===== config.mk =====
export PLATFORM = sky130hd
export DESIGN_NAME = exec_scoreboard_flat
export DESIGN_NICKNAME = d
export VERILOG_FILES = /design/src/rtl/exec_scoreboard_if.sv /design/src/rtl/exec_scoreboard.sv /design/src/flat_wrapper.sv
export SDC_FILE = /design/constraint.sdc
export NUM_CORES = 1
export LEC_CHECK = 0
export ABC_CLOCK_PERIOD_IN_PS = 7900
export BUFFER_PORTS_ARGS = -buffer_cell sky130_fd_sc_hd__buf_2
export CORE_ASPECT_RATIO = 0.75
export CORE_MARGIN = 10
export CORE_UTILIZATION = 50
export DETAILED_ROUTE_END_ITERATION = 10
export PLACE_DENSITY = 0.72
export SETUP_SLACK_MARGIN = 0.02
export SLEW_MARGIN = 10
export SYNTH_ARGS = -nofsm -noshare
export SYNTH_HDL_FRONTEND = slang
export SYNTH_SLANG_ARGS = --single-unit

===== constraint.sdc =====
create_clock -name clk -period 7.9 [get_ports clk]
set_input_delay 0.79 -clock clk [delete_from_list [all_inputs] [get_ports clk]]
set_output_delay 0.79 -clock clk [all_outputs]
set_load 0.1 [all_outputs]

===== src/rtl/exec_scoreboard_if.sv =====
// Retire/observe bundle between a PDP-8-style core under test and its execution scoreboard.
interface exec_scoreboard_if #(
  parameter int DATA_WIDTH = 12,
  parameter int ADDR_WIDTH = 12,
  parameter int WQ_DEPTH   = 4
);
  logic                    retire_vld;
  logic [2:0]              retire_op;
  logic [ADDR_WIDTH-1:0]   retire_ea;
  logic [DATA_WIDTH-1:0]   retire_operand;
  logic [DATA_WIDTH-1:0]   dut_acc;
  logic                    dut_link;
  logic [ADDR_WIDTH-1:0]   dut_pc;
  logic                    dut_wr_vld;
  logic [ADDR_WIDTH-1:0]   dut_wr_addr;
  logic [DATA_WIDTH-1:0]   dut_wr_data;
  logic                    stop_on_err;
  logic [DATA_WIDTH-1:0]   gold_acc;
  logic                    gold_link;
  logic [ADDR_WIDTH-1:0]   gold_pc;
  logic                    err_acc, err_link, err_pc, err_wr, err_ovf;
  logic [15:0]             err_count;
  logic [$clog2(WQ_DEPTH):0] wq_count;
  logic                    frozen;

  modport slave (
    input  retire_vld, retire_op, retire_ea, retire_operand,
           dut_acc, dut_link, dut_pc, dut_wr_vld, dut_wr_addr, dut_wr_data, stop_on_err,
    output gold_acc, gold_link, gold_pc, err_acc, err_link, err_pc, err_wr, err_ovf,
           err_count, wq_count, frozen
  );
  modport master (
    output retire_vld, retire_op, retire_ea, retire_operand,
           dut_acc, dut_link, dut_pc, dut_wr_vld, dut_wr_addr, dut_wr_data, stop_on_err,
    input  gold_acc, gold_link, gold_pc, err_acc, err_link, err_pc, err_wr, err_ovf,
           err_count, wq_count, frozen
  );
endinterface


===== src/rtl/exec_scoreboard.sv =====
// Golden-model execution scoreboard: tracks acc/link/pc, matches observed writes via a FIFO.
// Optional macro EXEC_SB_PC_CHECK_EN enables the DUT PC comparison.
module exec_scoreboard #(
  parameter int DATA_WIDTH = 12,
  parameter int ADDR_WIDTH = 12,
  parameter int WQ_DEPTH   = 4,
  parameter logic [ADDR_WIDTH-1:0] START_ADDR = 12'o200
) (
  input  logic clk,
  input  logic reset,
  exec_scoreboard_if.slave sb
);
  localparam int PW = $clog2(WQ_DEPTH);
  localparam int CW = PW + 1;
  localparam logic [2:0] OP_AND = 3'd0, OP_TAD = 3'd1, OP_ISZ = 3'd2, OP_DCA = 3'd3,
                         OP_JMS = 3'd4, OP_JMP = 3'd5, OP_CLA = 3'd6;
  localparam logic [0:0] ST_RUN = 1'b0, ST_FROZEN = 1'b1;

  logic [0:0]            state_q, state_d;
  logic [DATA_WIDTH-1:0] acc_q, acc_d;
  logic                  link_q, link_d;
  logic [ADDR_WIDTH-1:0] pc_q, pc_d;
  logic [PW-1:0]         rd_ptr_q, rd_ptr_d, wr_ptr_q, wr_ptr_d;
  logic [CW-1:0]         cnt_q, cnt_d;
  logic                  chk_q, chk_d;
  logic                  err_acc_q, err_acc_d, err_link_q, err_link_d, err_pc_q, err_pc_d;
  logic                  err_wr_q, err_wr_d, err_ovf_q, err_ovf_d;
  logic [15:0]           err_count_q, err_count_d;
  logic [ADDR_WIDTH-1:0] wq_addr_q [WQ_DEPTH];
  logic [DATA_WIDTH-1:0] wq_data_q [WQ_DEPTH];

  logic                  run, stay, full, empty, wr_op, push, pop, any_err;
  logic                  wr_bad, ovf, acc_bad, link_bad, pc_bad;
  logic [DATA_WIDTH:0]   tad_sum;
  logic [DATA_WIDTH-1:0] res, cmp_data;
  logic [ADDR_WIDTH-1:0] cmp_addr;

`ifndef EXEC_SB_PC_CHECK_EN
  logic unused_pc;
  assign unused_pc = ^sb.dut_pc;
`endif

  always_comb begin
    run     = (state_q == ST_RUN);
    full    = (cnt_q == CW'(WQ_DEPTH));
    empty   = (cnt_q == '0);
    wr_op   = sb.retire_vld && (sb.retire_op == OP_ISZ || sb.retire_op == OP_DCA ||
                                sb.retire_op == OP_JMS);
    tad_sum = {1'b0, acc_q} + {1'b0, sb.retire_operand};
    res     = '0;
    acc_d   = acc_q;
    link_d  = link_q;
    pc_d    = pc_q;
    if (run && sb.retire_vld) begin
      pc_d = pc_q + ADDR_WIDTH'(1);
      unique case (sb.retire_op)
        OP_AND: acc_d = acc_q & sb.retire_operand;
        OP_TAD: begin
          acc_d  = tad_sum[DATA_WIDTH-1:0];
          link_d = link_q ^ tad_sum[DATA_WIDTH];
        end
        OP_ISZ: begin
          res = sb.retire_operand + DATA_WIDTH'(1);
          if (res == '0) pc_d = pc_q + ADDR_WIDTH'(2);
        end
        OP_DCA: begin
          res   = acc_q;
          acc_d = '0;
        end
        OP_JMS: begin
          res  = DATA_WIDTH'(pc_q + ADDR_WIDTH'(1));
          pc_d = sb.retire_ea + ADDR_WIDTH'(1);
        end
        OP_JMP: pc_d = sb.retire_ea;
        OP_CLA: begin
          acc_d  = '0;
          link_d = 1'b0;
        end
        default: ;
      endcase
    end

    // An empty FIFO compares against the same-cycle write, which then never enters the queue.
    cmp_addr = empty ? sb.dut_wr_addr : wq_addr_q[rd_ptr_q];
    cmp_data = empty ? sb.dut_wr_data : wq_data_q[rd_ptr_q];
    pop      = run && wr_op && !empty;
    push     = run && sb.dut_wr_vld && !(wr_op && empty) && (!full || pop);
    ovf      = run && sb.dut_wr_vld && full && !pop;
    wr_bad   = run && wr_op && ((empty && !sb.dut_wr_vld) ||
                                cmp_addr != sb.retire_ea || cmp_data != res);
    rd_ptr_d = rd_ptr_q + PW'(pop);
    wr_ptr_d = wr_ptr_q + PW'(push);
    cnt_d    = cnt_q + CW'(push) - CW'(pop);

    chk_d    = run && sb.retire_vld;
    acc_bad  = chk_q && (sb.dut_acc != acc_q);
    link_bad = chk_q && (sb.dut_link != link_q);
`ifdef EXEC_SB_PC_CHECK_EN
    pc_bad   = chk_q && (sb.dut_pc != pc_q);
`else
    pc_bad   = 1'b0;
`endif

    any_err = err_acc_q | err_link_q | err_pc_q | err_wr_q | err_ovf_q;
    state_d = state_q;
    if (run && any_err && sb.stop_on_err) state_d = ST_FROZEN;
    stay    = (state_d == ST_RUN);
    err_acc_d  = stay && acc_bad;
    err_link_d = stay && link_bad;
    err_pc_d   = stay && pc_bad;
    err_wr_d   = stay && wr_bad;
    err_ovf_d  = stay && ovf;
    err_count_d = err_count_q;
    if (run && any_err && err_count_q != 16'hFFFF) err_count_d = err_count_q + 16'd1;
  end

  always_ff @(posedge clk or posedge reset) begin
    if (reset) begin
      state_q     <= ST_RUN;
      acc_q       <= '0;
      link_q      <= 1'b0;
      pc_q        <= START_ADDR;
      rd_ptr_q    <= '0;
      wr_ptr_q    <= '0;
      cnt_q       <= '0;
      chk_q       <= 1'b0;
      err_acc_q   <= 1'b0;
      err_link_q  <= 1'b0;
      err_pc_q    <= 1'b0;
      err_wr_q    <= 1'b0;
      err_ovf_q   <= 1'b0;
      err_count_q <= '0;
    end else begin
      state_q     <= state_d;
      acc_q       <= acc_d;
      link_q      <= link_d;
      pc_q        <= pc_d;
      rd_ptr_q    <= rd_ptr_d;
      wr_ptr_q    <= wr_ptr_d;
      cnt_q       <= cnt_d;
      chk_q       <= chk_d;
      err_acc_q   <= err_acc_d;
      err_link_q  <= err_link_d;
      err_pc_q    <= err_pc_d;
      err_wr_q    <= err_wr_d;
      err_ovf_q   <= err_ovf_d;
      err_count_q <= err_count_d;
    end
  end

  always_ff @(posedge clk) begin
    if (push) begin
      wq_addr_q[wr_ptr_q] <= sb.dut_wr_addr;
      wq_data_q[wr_ptr_q] <= sb.dut_wr_data;
    end
  end

  assign sb.gold_acc  = acc_q;
  assign sb.gold_link = link_q;
  assign sb.gold_pc   = pc_q;
  assign sb.err_acc   = err_acc_q;
  assign sb.err_link  = err_link_q;
  assign sb.err_pc    = err_pc_q;
  assign sb.err_wr    = err_wr_q;
  assign sb.err_ovf   = err_ovf_q;
  assign sb.err_count = err_count_q;
  assign sb.wq_count  = cnt_q;
  assign sb.frozen    = (state_q == ST_FROZEN);
endmodule

===== src/flat_wrapper.sv =====
// flat-port wrapper written by rule: the top's interface ports become plain ports
module exec_scoreboard_flat 
#(
  parameter int DATA_WIDTH = 12,
  parameter int ADDR_WIDTH = 12,
  parameter int WQ_DEPTH   = 4,
  parameter logic [ADDR_WIDTH-1:0] START_ADDR = 12'o200
)
  (clk, reset, sb_retire_vld, sb_retire_op, sb_retire_ea, sb_retire_operand, sb_dut_acc, sb_dut_link, sb_dut_pc, sb_dut_wr_vld, sb_dut_wr_addr, sb_dut_wr_data, sb_stop_on_err, sb_gold_acc, sb_gold_link, sb_gold_pc, sb_err_acc, sb_err_link, sb_err_pc, sb_err_wr, sb_err_ovf, sb_err_count, sb_wq_count, sb_frozen);
  exec_scoreboard_if #(.DATA_WIDTH(DATA_WIDTH), .ADDR_WIDTH(ADDR_WIDTH), .WQ_DEPTH(WQ_DEPTH)) sb_i ();
  input  logic clk;
  input  logic reset;
  input wire logic [$bits(sb_i.retire_vld)-1:0] sb_retire_vld;
  input wire logic [$bits(sb_i.retire_op)-1:0] sb_retire_op;
  input wire logic [$bits(sb_i.retire_ea)-1:0] sb_retire_ea;
  input wire logic [$bits(sb_i.retire_operand)-1:0] sb_retire_operand;
  input wire logic [$bits(sb_i.dut_acc)-1:0] sb_dut_acc;
  input wire logic [$bits(sb_i.dut_link)-1:0] sb_dut_link;
  input wire logic [$bits(sb_i.dut_pc)-1:0] sb_dut_pc;
  input wire logic [$bits(sb_i.dut_wr_vld)-1:0] sb_dut_wr_vld;
  input wire logic [$bits(sb_i.dut_wr_addr)-1:0] sb_dut_wr_addr;
  input wire logic [$bits(sb_i.dut_wr_data)-1:0] sb_dut_wr_data;
  input wire logic [$bits(sb_i.stop_on_err)-1:0] sb_stop_on_err;
  output wire logic [$bits(sb_i.gold_acc)-1:0] sb_gold_acc;
  output wire logic [$bits(sb_i.gold_link)-1:0] sb_gold_link;
  output wire logic [$bits(sb_i.gold_pc)-1:0] sb_gold_pc;
  output wire logic [$bits(sb_i.err_acc)-1:0] sb_err_acc;
  output wire logic [$bits(sb_i.err_link)-1:0] sb_err_link;
  output wire logic [$bits(sb_i.err_pc)-1:0] sb_err_pc;
  output wire logic [$bits(sb_i.err_wr)-1:0] sb_err_wr;
  output wire logic [$bits(sb_i.err_ovf)-1:0] sb_err_ovf;
  output wire logic [$bits(sb_i.err_count)-1:0] sb_err_count;
  output wire logic [$bits(sb_i.wq_count)-1:0] sb_wq_count;
  output wire logic [$bits(sb_i.frozen)-1:0] sb_frozen;
  assign sb_i.retire_vld = sb_retire_vld;
  assign sb_i.retire_op = sb_retire_op;
  assign sb_i.retire_ea = sb_retire_ea;
  assign sb_i.retire_operand = sb_retire_operand;
  assign sb_i.dut_acc = sb_dut_acc;
  assign sb_i.dut_link = sb_dut_link;
  assign sb_i.dut_pc = sb_dut_pc;
  assign sb_i.dut_wr_vld = sb_dut_wr_vld;
  assign sb_i.dut_wr_addr = sb_dut_wr_addr;
  assign sb_i.dut_wr_data = sb_dut_wr_data;
  assign sb_i.stop_on_err = sb_stop_on_err;
  assign sb_gold_acc = sb_i.gold_acc;
  assign sb_gold_link = sb_i.gold_link;
  assign sb_gold_pc = sb_i.gold_pc;
  assign sb_err_acc = sb_i.err_acc;
  assign sb_err_link = sb_i.err_link;
  assign sb_err_pc = sb_i.err_pc;
  assign sb_err_wr = sb_i.err_wr;
  assign sb_err_ovf = sb_i.err_ovf;
  assign sb_err_count = sb_i.err_count;
  assign sb_wq_count = sb_i.wq_count;
  assign sb_frozen = sb_i.frozen;
  exec_scoreboard #(.DATA_WIDTH(DATA_WIDTH), .ADDR_WIDTH(ADDR_WIDTH), .WQ_DEPTH(WQ_DEPTH), .START_ADDR(START_ADDR)) u_core (.clk(clk), .reset(reset), .sb(sb_i));
endmodule

# --- Yosys cells after proc, flatten, opt, wreduce, memory -nomap -nowiden ---
# Memories as Yosys holds them, arrays and structs flattened.
# Index checks and enable logic that the tools add are counted.
word_totals:
  in_bits: 81
  n_memories: 2
  output_inout_bits: 50
  ram_bits: 96
  register_bits: 54
  elab_cells: 94
classes:
  eq_ne: 12
  reduce_logical: 39
  n_mux: 11
  n_addsub: 10
  bitwise: 7
mem_list:
  columns: ["memory", "depth", "width", "rd", "rd_clocked_by_memory_dff", "write_ports", "line_no", "text"]
  rows:
  - ["u_core.wq_addr_q", 4, 12, 1, 0, 1, "exec_scoreboard.sv:29", "logic [ADDR_WIDTH-1:0] wq_addr_q [WQ_DEPTH];"]
  - ["u_core.wq_data_q", 4, 12, 1, 0, 1, "exec_scoreboard.sv:30", "logic [DATA_WIDTH-1:0] wq_data_q [WQ_DEPTH];"]
op_table:
  columns: ["operator", "count"]
  rows:
  - ["12-bit case mux with 3 select lines", 3]
  - ["12-bit two-way mux", 4]
  - ["12-bit by 1-bit adder with 12-bit output, second input constant", 3]
  - ["12-bit != test", 3]
  - ["1-bit logical AND", 21]
  - ["16-bit by 1-bit adder with 16-bit output, second input constant", 1]
  - ["16-bit != test, second input constant", 1]
  - ["12-bit by 12-bit adder with 13-bit output", 1]
  - ["12-bit by 2-bit adder with 12-bit output, second input constant", 1]
  - ["12-bit AND", 1]
  - ["3-bit equality test, second input constant", 4]
  - ["12-bit logical NOT", 1]
  - ["3-bit by 2-bit equality test with 1-bit output, second input constant", 2]
  - ["3-bit logical NOT", 2]
  - ["1-bit logical NOT", 5]
  - ["1-bit logical OR", 5]
  - ["2-bit by 1-bit adder with 2-bit output", 2]
  - ["2-bit AND reduction", 2]
  - ["3-bit by 1-bit adder with 3-bit output", 1]
  - ["3-bit by 1-bit equality test with 1-bit output, second input constant", 1]
  - ["1-bit two-way mux", 3]
  - ["1-bit bitwise OR", 3]
  - ["3-bit nonzero test", 1]
  - ["3-bit by 1-bit subtractor with 3-bit output", 1]
  - ["6 further kinds", 7]

# --- Longest topological paths before layout ---
# Gate-level depths: netlist of run 1.
depth:
  word_depth: 10
  depth_mapped: 10
  mapped_depth_nobuf: 10

# --- Least setup slack after synthesis of run 1 ---
# No wires, ideal clock.
synth_timing:
  path_kind: "input -> register"
  start: "input port sb_retire_op[2]"
  end: "memory u_core.wq_addr_q[0][0], enable pin"
  t_arrival_ns: 4.105
  t_required_ns: 7.459
  stages: 7
  path_buffers: 1
  setup_ns: 0.441
  slack_ns: 3.354
  cell_sequence: "clkbuf_1 -> nor3b_2 -> o21ai_0 -> xor2_1 -> nor3_1 -> nor3b_1 -> nor3b_1"
synth_between:
  elab_chain_cells: 10
  elab_cells_between_ends: 15
  cone_classes: "eq/ne: 3; mux: 2; reduce/logical: 10"
synth_rtl:
  columns: ["element", "line_no", "text"]
  rows:
  - ["start: declaration", "flat_wrapper.sv:14", "input wire logic [$bits(sb_i.retire_op)-1:0] sb_retire_op;"]
  - ["3-bit by 2-bit equality test with 1-bit output", "exec_scoreboard.sv:47", "wr_op = sb.retire_vld && (sb.retire_op == OP_ISZ || sb.retire_op == OP_DCA ||"]
  - ["1-bit logical OR", "exec_scoreboard.sv:47", null]
  - ["1-bit logical OR (*)", "exec_scoreboard.sv:47", null]
  - ["1-bit logical AND (*)", "exec_scoreboard.sv:47", null]
  - ["1-bit logical AND (on tied branches)", "exec_scoreboard.sv:87, exec_scoreboard.sv:86", null]
  - ["1-bit logical NOT or 1-bit logical AND (tied branches)", "exec_scoreboard.sv:87, exec_scoreboard.sv:86", null]
  - ["1-bit logical AND or 1-bit logical OR (tied branches)", "exec_scoreboard.sv:87", "push = run && sb.dut_wr_vld && !(wr_op && empty) && (!full || pop);"]
  - ["1-bit logical AND (*)", "exec_scoreboard.sv:87", null]
  - ["1-bit two-way mux (*)", "exec_scoreboard.sv:152", "if (push) begin"]
  - ["1-bit two-way mux (not written as such) (*)", "exec_scoreboard.sv:153", "wq_addr_q[wr_ptr_q] <= sb.dut_wr_addr;"]
  - ["end: declaration", "exec_scoreboard.sv:29", null]
# Every way passes the cells marked *; elsewhere a longest branch is shown, timed or not.

# --- Worst setup path after layout of run 1 ---
layout_timing:
  start: "register u_core.state_q (netlist: u_core.sb.frozen)"
  end: "register u_core.cnt_q[2] (netlist: u_core.sb.wq_count[2])"
layout_between:
  elab_chain_cells: 7
  elab_cells_between_ends: 9
  cone_classes: "add/sub: 2; bitwise: 1; reduce/logical: 6"
layout_rtl:
  columns: ["element", "line_no", "text"]
  rows:
  - ["start: declaration", "exec_scoreboard.sv:19", "logic [0:0] state_q, state_d;"]
  - ["start signal: assignment", "exec_scoreboard.sv:134", "state_q <= state_d;"]
  - ["1-bit NOT (*)", "exec_scoreboard.sv:44", "run = (state_q == ST_RUN);"]
  - ["1-bit logical AND (2 in series)", "exec_scoreboard.sv:86", "pop = run && wr_op && !empty;"]
  - ["1-bit logical OR", "exec_scoreboard.sv:87", null]
  - ["1-bit logical AND", "exec_scoreboard.sv:87", null]
  - ["3-bit by 1-bit adder with 3-bit output", "exec_scoreboard.sv:93", "cnt_d = cnt_q + CW'(push) - CW'(pop);"]
  - ["3-bit by 1-bit subtractor with 3-bit output (*)", "exec_scoreboard.sv:93", null]
  - ["named net u_core.cnt_d[2]", "exec_scoreboard.sv:24", "logic [CW-1:0] cnt_q, cnt_d;"]
  - ["end signal: assignment", "exec_scoreboard.sv:140", "cnt_q <= cnt_d;"]
  - ["end: declaration", "exec_scoreboard.sv:24", null]
# The timed path passes the listed nets; every way through them passes the cells marked *.
# A chain may end at the register's enable or synchronous reset.

==> results of run 1 <==
cells in the final DEF, fill, tap and decap left out, types with 9 or more instances in the layout:
cell,Yosys,routed
sky130_fd_sc_hd__mux2i_1,20,20
sky130_fd_sc_hd__nand4_1,18,18
sky130_fd_sc_hd__nand3_1,26,26
sky130_fd_sc_hd__nand2_1,49,49
sky130_fd_sc_hd__buf_2,4,117
sky130_fd_sc_hd__xor2_1,44,44
sky130_fd_sc_hd__nor2_1,60,59
sky130_fd_sc_hd__nor4_1,9,9
sky130_fd_sc_hd__edfxtp_1,96,96
sky130_fd_sc_hd__a221oi_1,9,9
sky130_fd_sc_hd__dfrtp_1,53,53
sky130_fd_sc_hd__xnor2_1,63,63
sky130_fd_sc_hd__clkbuf_16,0,17
sky130_fd_sc_hd__nor3_1,18,18
sky130_fd_sc_hd__inv_1,25,24
sky130_fd_sc_hd__mux4_2,22,22
sky130_fd_sc_hd__and3_1,19,19
sky130_fd_sc_hd__ha_1,21,21
sky130_fd_sc_hd__o21ai_0,31,31
sky130_fd_sc_hd__buf_4,1,9
sky130_fd_sc_hd__a21oi_1,20,20
sequential cells by signal (all words and copies together) (netlist names), 2 cells and up:
signal,flops
u_core.sb.gold_acc,12
u_core.sb.wq_count,3
u_core.rd_ptr_q,2
u_core.wr_ptr_q,2
u_core.wq_data_q,48
u_core.sb.err_count,16
u_core.wq_addr_q,48
u_core.sb.gold_pc,12
cell type report:
class | count | area (sq um)
fill | 1387 | 6920
multi-input combinational | 534 | 4020
timing repair buffer | 126 | 653
sequential | 150 | 4240
inverter | 25 | 93.8
tap | 215 | 269
clock inverter | 13 | 149
clock buffer | 19 | 433
antenna | 1 | 2.50
cell families (layout without fill, tap and decap cells):
family,Yosys count,count (layout),synth area share
XOR/XNOR,107,107,0.110
buffers and inverters,62,183,0.0346
other,1,2,0.000439
AO/OA/AOI/OAI,131,131,0.105
flip-flops,150,150,0.496
multiplexers,46,46,0.0871
AND/OR/NAND/NOR,226,226,0.132
adder cells (fa/ha/maj),23,23,0.0354
worst register-to-register path, stage by stage (launching register included):
cell	delay [ps]
sky130_fd_sc_hd__dfrtp_1	440
sky130_fd_sc_hd__nand2b_1	670
sky130_fd_sc_hd__inv_1	580
sky130_fd_sc_hd__o21ai_0	440
sky130_fd_sc_hd__nor2_1	180
sky130_fd_sc_hd__ha_1	320
sky130_fd_sc_hd__inv_1	40
sky130_fd_sc_hd__ha_1	180
sky130_fd_sc_hd__fa_1	370
sky130_fd_sc_hd__xnor2_1	140
sky130_fd_sc_hd__xnor2_1	130
through the flow:
step	utilization	power, W	cells	hold slack [ps]
after floorplan	-	0.00239	746	462
after global placement	0.553	0.00272	1050	478
after detailed placement	0.553	0.00275	1050	481
after CTS	0.587	0.00356	1082	492
after global routing	0.587	0.00372	1082	518
final	0.588	0.00356	1083	497
worst max path at each step:
| stage | depth (start not counted) | slack, ps | endpoint |
|---|---|---|---|
| after floorplan | 7 | 3350 | u_core.wq_addr_q[0][0] |
| after global placement | 11 | 4040 | u_core.sb.wq_count[2] |
| after detailed placement | 11 | 4010 | u_core.sb.wq_count[2] |
| after CTS | 10 | 4330 | u_core.sb.wq_count[2] |
| after global routing | 10 | 4090 | u_core.sb.wq_count[2] |
| final | 10 | 4290 | u_core.sb.wq_count[2] |
metal layers:
metal	vias to the layer above	wire, um
met4	0	281
met3	29	1790
li1	3005	-
met1	3188	10400
met2	267	10100
met5	-	0
power by group:
group / switching (W) / internal (W)
logic: 0.00112 / 0.000493
clock network: 0.000337 / 0.000470
registers: 0.000185 / 0.000953
==> impl.org, run 1 <==
** Run status
- The flow ran to the end, and the final reports show no timing, DRC or antenna violations.

** Clock network
- Clock-pin slew was measured on the worst setup and hold paths at 70 ps.
- H-tree levels :: 4
- Insertion delay to the later sink of the worst-skew pair :: 430 ps
- In this run the deepest clock path goes through 2 buffers.
- Hold repair after CTS inserted 0 buffers.
- CTS sink count :: 150
- TritonCTS built the clock tree.
- Post-CTS resize count :: 0
- The cell sitting at the root of the clock tree is a sky130_fd_sc_hd__clkbuf_16.
- Total CTS buffers :: 17
- Setup bufs post-CTS :: 0

** Logic synthesis
- Yosys printed 0 warnings.
- Post-synthesis cell area :: 8540 sq um
- #FFs+latches synth :: 150
- In the post-synthesis netlist, the biggest area contributors are sky130_fd_sc_hd__edfxtp_1, sky130_fd_sc_hd__dfrtp_1, sky130_fd_sc_hd__xnor2_1.
- The cell count after synthesis came out at 746.
- Share of the synthesized area in the top cell type :: 0.337
- For this run, the leading register cell type out of synthesis is sky130_fd_sc_hd__edfxtp_1.
- The largest total area in the synthesized netlist belongs to sky130_fd_sc_hd__edfxtp_1.
- When the netlist entered floorplanning its net count stood at 850.
- In the post-synthesis netlist, the cell with the most instances is sky130_fd_sc_hd__edfxtp_1.
- In this run the mean area of a mapped cell was 11.5 sq um.
- Post-synth ARST share :: 0.360
- For this run, the register share of the synthesized area comes to 0.496.
- Counting distinct cell types in the post-synthesis netlist gives 73.
- Ranked by instance count, the synthesized netlist is headed by sky130_fd_sc_hd__edfxtp_1, sky130_fd_sc_hd__xnor2_1, sky130_fd_sc_hd__nor2_1, sky130_fd_sc_hd__dfrtp_1, sky130_fd_sc_hd__nand2_1.
- Number of synthesized flops with an enable pin :: 96

** Worst hold path
- The startpoint identified for the worst hold timing path is u_core.sb.err_count[5].
- Endpoint, Worst Hold :: u_core.sb.err_count[5]
- In this run the worst hold path is classified as reg2reg.
- Along the worst hold path, the cell count comes to 1.

** Critical path
- Required arrival time at the worst endpoint :: 8210 ps
- Data on the critical path arrives at its endpoint at 3920 ps.
- The slowest stage of the critical path is the sky130_fd_sc_hd__nand2b_1 cell.
- Slowest cell delay on critical path :: 670 ps
- Among cell families on the critical path, the largest total delay comes from adder cells.
- CP Buf/Inv Count :: 2
- Cell chain of the critical path :: nand2b_1 > inv_1 > o21ai_0 > nor2_1 > ha_1 > inv_1 > ha_1 > fa_1 > xnor2_1 > xnor2_1
- Critical R2R Capture :: u_core.sb.wq_count[2]
- The worst register-to-register path has a depth of 10.
- Worst setup path startpoint :: u_core.sb.frozen
- Biggest fanout along the worst timing path :: 21
- Worst setup slack for register-to-register paths :: 4290 ps
- Type of the worst setup path :: reg2reg
- The worst setup path is captured at a flop.
- STA classifies the critical path startpoint as a flop.
- R2R Path Start :: u_core.sb.frozen

** GRT
- Global-route track usage on met3 :: 0.0487
- For met1 alone, demand over resource in global routing was 0.289.
- Met2 capacity usage during global routing :: 0.291
- Entering global routing, the biggest net connects 55 pins.
- GR Overflow Total :: 0
- The initial antenna violation count was 1.
- Number of global-route vias before repair :: 6366
- The first global-routing pass estimated 35600 um of wire.
- Global routing's busiest layer :: met2
- Overall fraction of global-route tracks in use :: 0.199

** Finish
- Final-stage net count :: 958
- Of the cells placed in the final design, the portion with a size suffix greater than 1 is 0.228.
- Area overhead of the layout relative to synthesis :: 15.4%
- Design area :: 9860 sq um

** Run
- The tool flagged a number of max-cap violations equal to 0.

** Floorplan
- Area of the core :: 16800 sq um
- Number of primary I/O pins :: 131
- Height of the die :: 133 um
- Die outline width :: 171 um
- Die Area :: 22800 sq um
- For this configuration, the core starts out at a cell density of 0.509.
- Rows :: 41

** Detailed routing
- First-pass DRT Iterations :: 5
- Using the TritonRoute via totals, the vias-per-cell ratio works out to 5.99.
- Across all layers, the routed design uses 6489 vias.
- The final layout contains routed wiring with a total length of 22600 um.
- The first routing iteration left 733 violations.
- DRC violation count after routing :: 0
- The count of nets left with antenna violations once routing finished came out at 0.
- WL per Instance :: 20.8 um

** Timing
- Fin. max-slew vios :: 0
- Across the routed clock network, the largest skew measured is 10.4 ps.
- Setup violations remaining at the end of the flow were counted as 0.
- At the pin with the least slew margin, the transition time is 1060 ps.
- Post-route minimum period :: 3610 ps
- Setup repair after global routing left no endpoint under its margin.
- Crit share post-route :: 0.457
- FMAX :: 277 MHz
- The final-report hold violation count came to 0.
- Smallest setup slack after layout :: 4290 ps
- Worst slew margin relative to its limit :: 0.294
- Adding up every negative setup slack in the final design gives 0 ps.

** Power
- Pwr Density :: 361 nW/um^2
- The analysis attributes to cell leakage a power of 3.94 nW.
- Peak ir drop on the vdd network :: 0.297 mV

** Placement
- HPWL after detailed placement :: 16200 um
- Timing analysis after detailed placement gives a worst setup slack of 4010 ps.
- Final weighted congestion in routability-driven placement :: 0.937
- Total cell area at the placement stage :: 9270 sq um
- Count of input and output buffers :: 117
No activity file was read; power rests on OpenSTA's default activity.
==> run 2, diff against run 1 <==
- ABC_CLOCK_PERIOD_IN_PS: 7900 -> 3600
- clock period: 7.9 -> 3.6 ns (I/O delays scaled with it)
==> impl.org, run 2 (synthesis results as in run 1) <==
** Detailed routing
- The count of nets left with antenna violations once routing finished came out at 0.
- After detailed routing, the total wire length is 22500 um.
- The first routing iteration left 616 violations.
- First-pass DRT Iterations :: 5
- Vias after detailed routing :: 6453
- Using the TritonRoute via totals, the vias-per-cell ratio works out to 5.92.
- DRC violation count after routing :: 0
- WL per Instance :: 20.6 um

** GRT
- Global-route wire length before repair :: 35600 um
- The via count of the first global-routing pass is 6373.
- Largest net degree at the start of global routing :: 37
- The initial antenna violation count is 1.
- Overall fraction of global-route tracks in use :: 0.200
- After global routing the overflow that remains totals 0.

** Placement
- HPWL after detailed placement :: 16400 um
- Count of input and output buffers :: 117
- Final weighted congestion in routability-driven placement :: 0.941
- Number of placed instances with taps included :: 1058

** Critical path
- For the worst setup path, the data arrival time is 3310 ps.
- Critical Path Start Type :: flop
- Among all stages on the critical path, the largest delay is contributed by sky130_fd_sc_hd__a2111oi_0.
- Along the worst path, the maximum fanout reaches 5.
- Cell chain of the critical path :: ha_1 > fa_1 > a21o_1 > a21oi_1 > o21bai_1 > a21o_1 > a21oi_1 > o21ai_0 > a2111oi_0 > a311oi_1
- Slowest cell delay on critical path :: 480 ps
- Broken down by cell family, the worst path's largest delay share belongs to compound AO/OA/AOI/OAI gates.
- For the worst setup path, the data required time is 3900 ps.
- The number of buffers and inverters on the critical path is 0.
- CP Capture Type :: flop
- Type of the worst setup path :: reg2reg

** Finish
- Across the whole layout, storage elements account for 4240 sq um.
- Diodes inserted :: 0
- Area overhead of the layout relative to synthesis :: 16.4%
- In the final layout, the share of cells above drive strength 1 is 0.239.
- Area taken by multi-input logic gates :: 4030 sq um
- The finished layout holds 1090 standard cells, fillers aside.
- Filler Cells Inserted :: 1371
- Highest-count cells in the layout ignoring fill and taps :: sky130_fd_sc_hd__buf_2, sky130_fd_sc_hd__edfxtp_1, sky130_fd_sc_hd__xnor2_1, sky130_fd_sc_hd__nor2_1, sky130_fd_sc_hd__dfrtp_1
- Final-stage net count :: 966
- Leaving out fill and tap cells, the most frequent cell in the layout is sky130_fd_sc_hd__buf_2.

** Run status
- The flow ran to the end, and the final reports show no timing, DRC or antenna violations.

** Clock network
- Once the clock tree was built, the resizer swapped 0 gates to a different size.
- Insertion delay to the later sink of the worst-skew pair :: 430 ps
- H-tree levels :: 4
- CTS sink count :: 150
- Cell at the root of the clock tree :: sky130_fd_sc_hd__clkbuf_16
- After clock tree synthesis, the clock-pin slew on the worst setup and hold paths is 70 ps.
- Setup bufs post-CTS :: 0
- Buffer depth of the longest clock path :: 2
- TritonCTS clock tree :: done
- Clock tree synthesis inserted a total of 17 buffers.
- In this run, post-CTS hold repair placed 0 buffers.

** Worst hold path
- Min-Delay Path Class :: in2async

** Timing
- In the finished design, the share of the clock period the worst path needs comes to 0.837.
- Fin. max-slew vios :: 0
- Count of endpoints failing hold in the final timing report :: 0
- FMAX :: 332 MHz
- Worst clock skew on the final layout :: 10.1 ps
- Post-route minimum period :: 3010 ps
- Count of endpoints failing setup in the final report :: 0
- Setup repair after global routing left no endpoint under its margin.
- Worst slew margin relative to its limit :: 0.309
- Sum of negative setup slack :: 0 ps
- On the final layout, the worst hold slack is 93.1 ps.
- Worst slew pin tran :: 1040 ps

** Floorplan
- The initialized floorplan defines 41 standard-cell rows.
- Starting utilization of the core area :: 0.509
- The die covers 22800 sq um.
- Die outline width :: 171 um
- From bottom edge to top edge, the die measures 133 um.
- Number of primary I/O pins :: 131
- In this run the standard cell core region covers 16800 sq um.

** Power
- The analysis attributes to cell leakage a power of 4.00 nW.
- Pwr Density :: 788 nW/um^2
- VDD sags by at most 0.551 mV.

** Run
- Maxcap violations :: 0
-- run 2: changes by cell type in the layout (fill, tap and decap cells not counted), moves of 2 or more --
| cell | before | now |
|---|---|---|
| sky130_fd_sc_hd__inv_6 | 2 | 4 |
| sky130_fd_sc_hd__buf_4 | 9 | 17 |
| sky130_fd_sc_hd__clkbuf_1 | 2 | 0 |
| sky130_fd_sc_hd__clkinv_8 | 0 | 2 |
| sky130_fd_sc_hd__inv_8 | 2 | 5 |
| sky130_fd_sc_hd__clkinvlp_4 | 3 | 0 |
-- run 2: cell type report --
type | count | area share
timing repair buffer | 134 | 0.0717
clock buffer | 17 | 0.0428
multi-input combinational | 534 | 0.405
inverter | 25 | 0.00944
tap | 215 | 0.0271
sequential | 150 | 0.426
clock inverter | 15 | 0.0181
-- run 2: per-stage QoR --
stage               setup WS, ps   util  power [W]  cell area [sq um]
global placement             648  0.557    0.00599               9340
global route                 371  0.593    0.00823               9940
finish                       586  0.593    0.00784               9940
floorplan                    284      -    0.00526               8550
detailed placement           564  0.557    0.00603               9340
CTS                          599  0.593    0.00785               9940
-- run 2: path summary, 6_finish.rpt --
path                       cells past startpoint  slack, ps                      end                    from
setup / recovery                              10        590      u_core.sb.gold_link   u_core.sb.gold_acc[0]
hold / removal                                 2         90    u_core.sb.gold_acc[6]                   reset
setup reg to reg                              10        590      u_core.sb.gold_link   u_core.sb.gold_acc[0]
hold reg to reg                                1        490   u_core.sb.err_count[9]  u_core.sb.err_count[9]
max in group asynchronous                      3       2760  u_core.sb.err_count[15]                   reset
min in group clk                               1        160   u_core.wq_addr_q[2][4]       sb_dut_wr_addr[4]
-- run 2: per-layer routing --
| layer | track usage | vias up | part of all wire |
|---|---|---|---|
| met1 | 0.284 | 3145 | 0.46 |
| met4 | 0.0545 | 0 | 0.015 |
| met2 | 0.290 | 249 | 0.45 |
| met5 | 0 | - | 0 |
| li1 | - | 3025 | - |
| met3 | 0.0608 | 34 | 0.080 |
-- run 2: report_power, final --
group / internal (W) / switching [W] / leakage, nW
registers: 0.00209 / 0.000392 / 1.55
clock network: 0.000997 / 0.000812 / 0.298
logic: 0.00109 / 0.00246 / 2.15
-- run 2: worst register-to-register path, cell delays in order, from the launching register on --
cell                        delay, ps
sky130_fd_sc_hd__dfrtp_1          440
sky130_fd_sc_hd__ha_1             260
sky130_fd_sc_hd__fa_1             410
sky130_fd_sc_hd__a21o_1           200
sky130_fd_sc_hd__a21oi_1          220
sky130_fd_sc_hd__o21bai_1         100
sky130_fd_sc_hd__a21o_1           200
sky130_fd_sc_hd__a21oi_1          240
sky130_fd_sc_hd__o21ai_0          240
sky130_fd_sc_hd__a2111oi_0        480
sky130_fd_sc_hd__a311oi_1          90
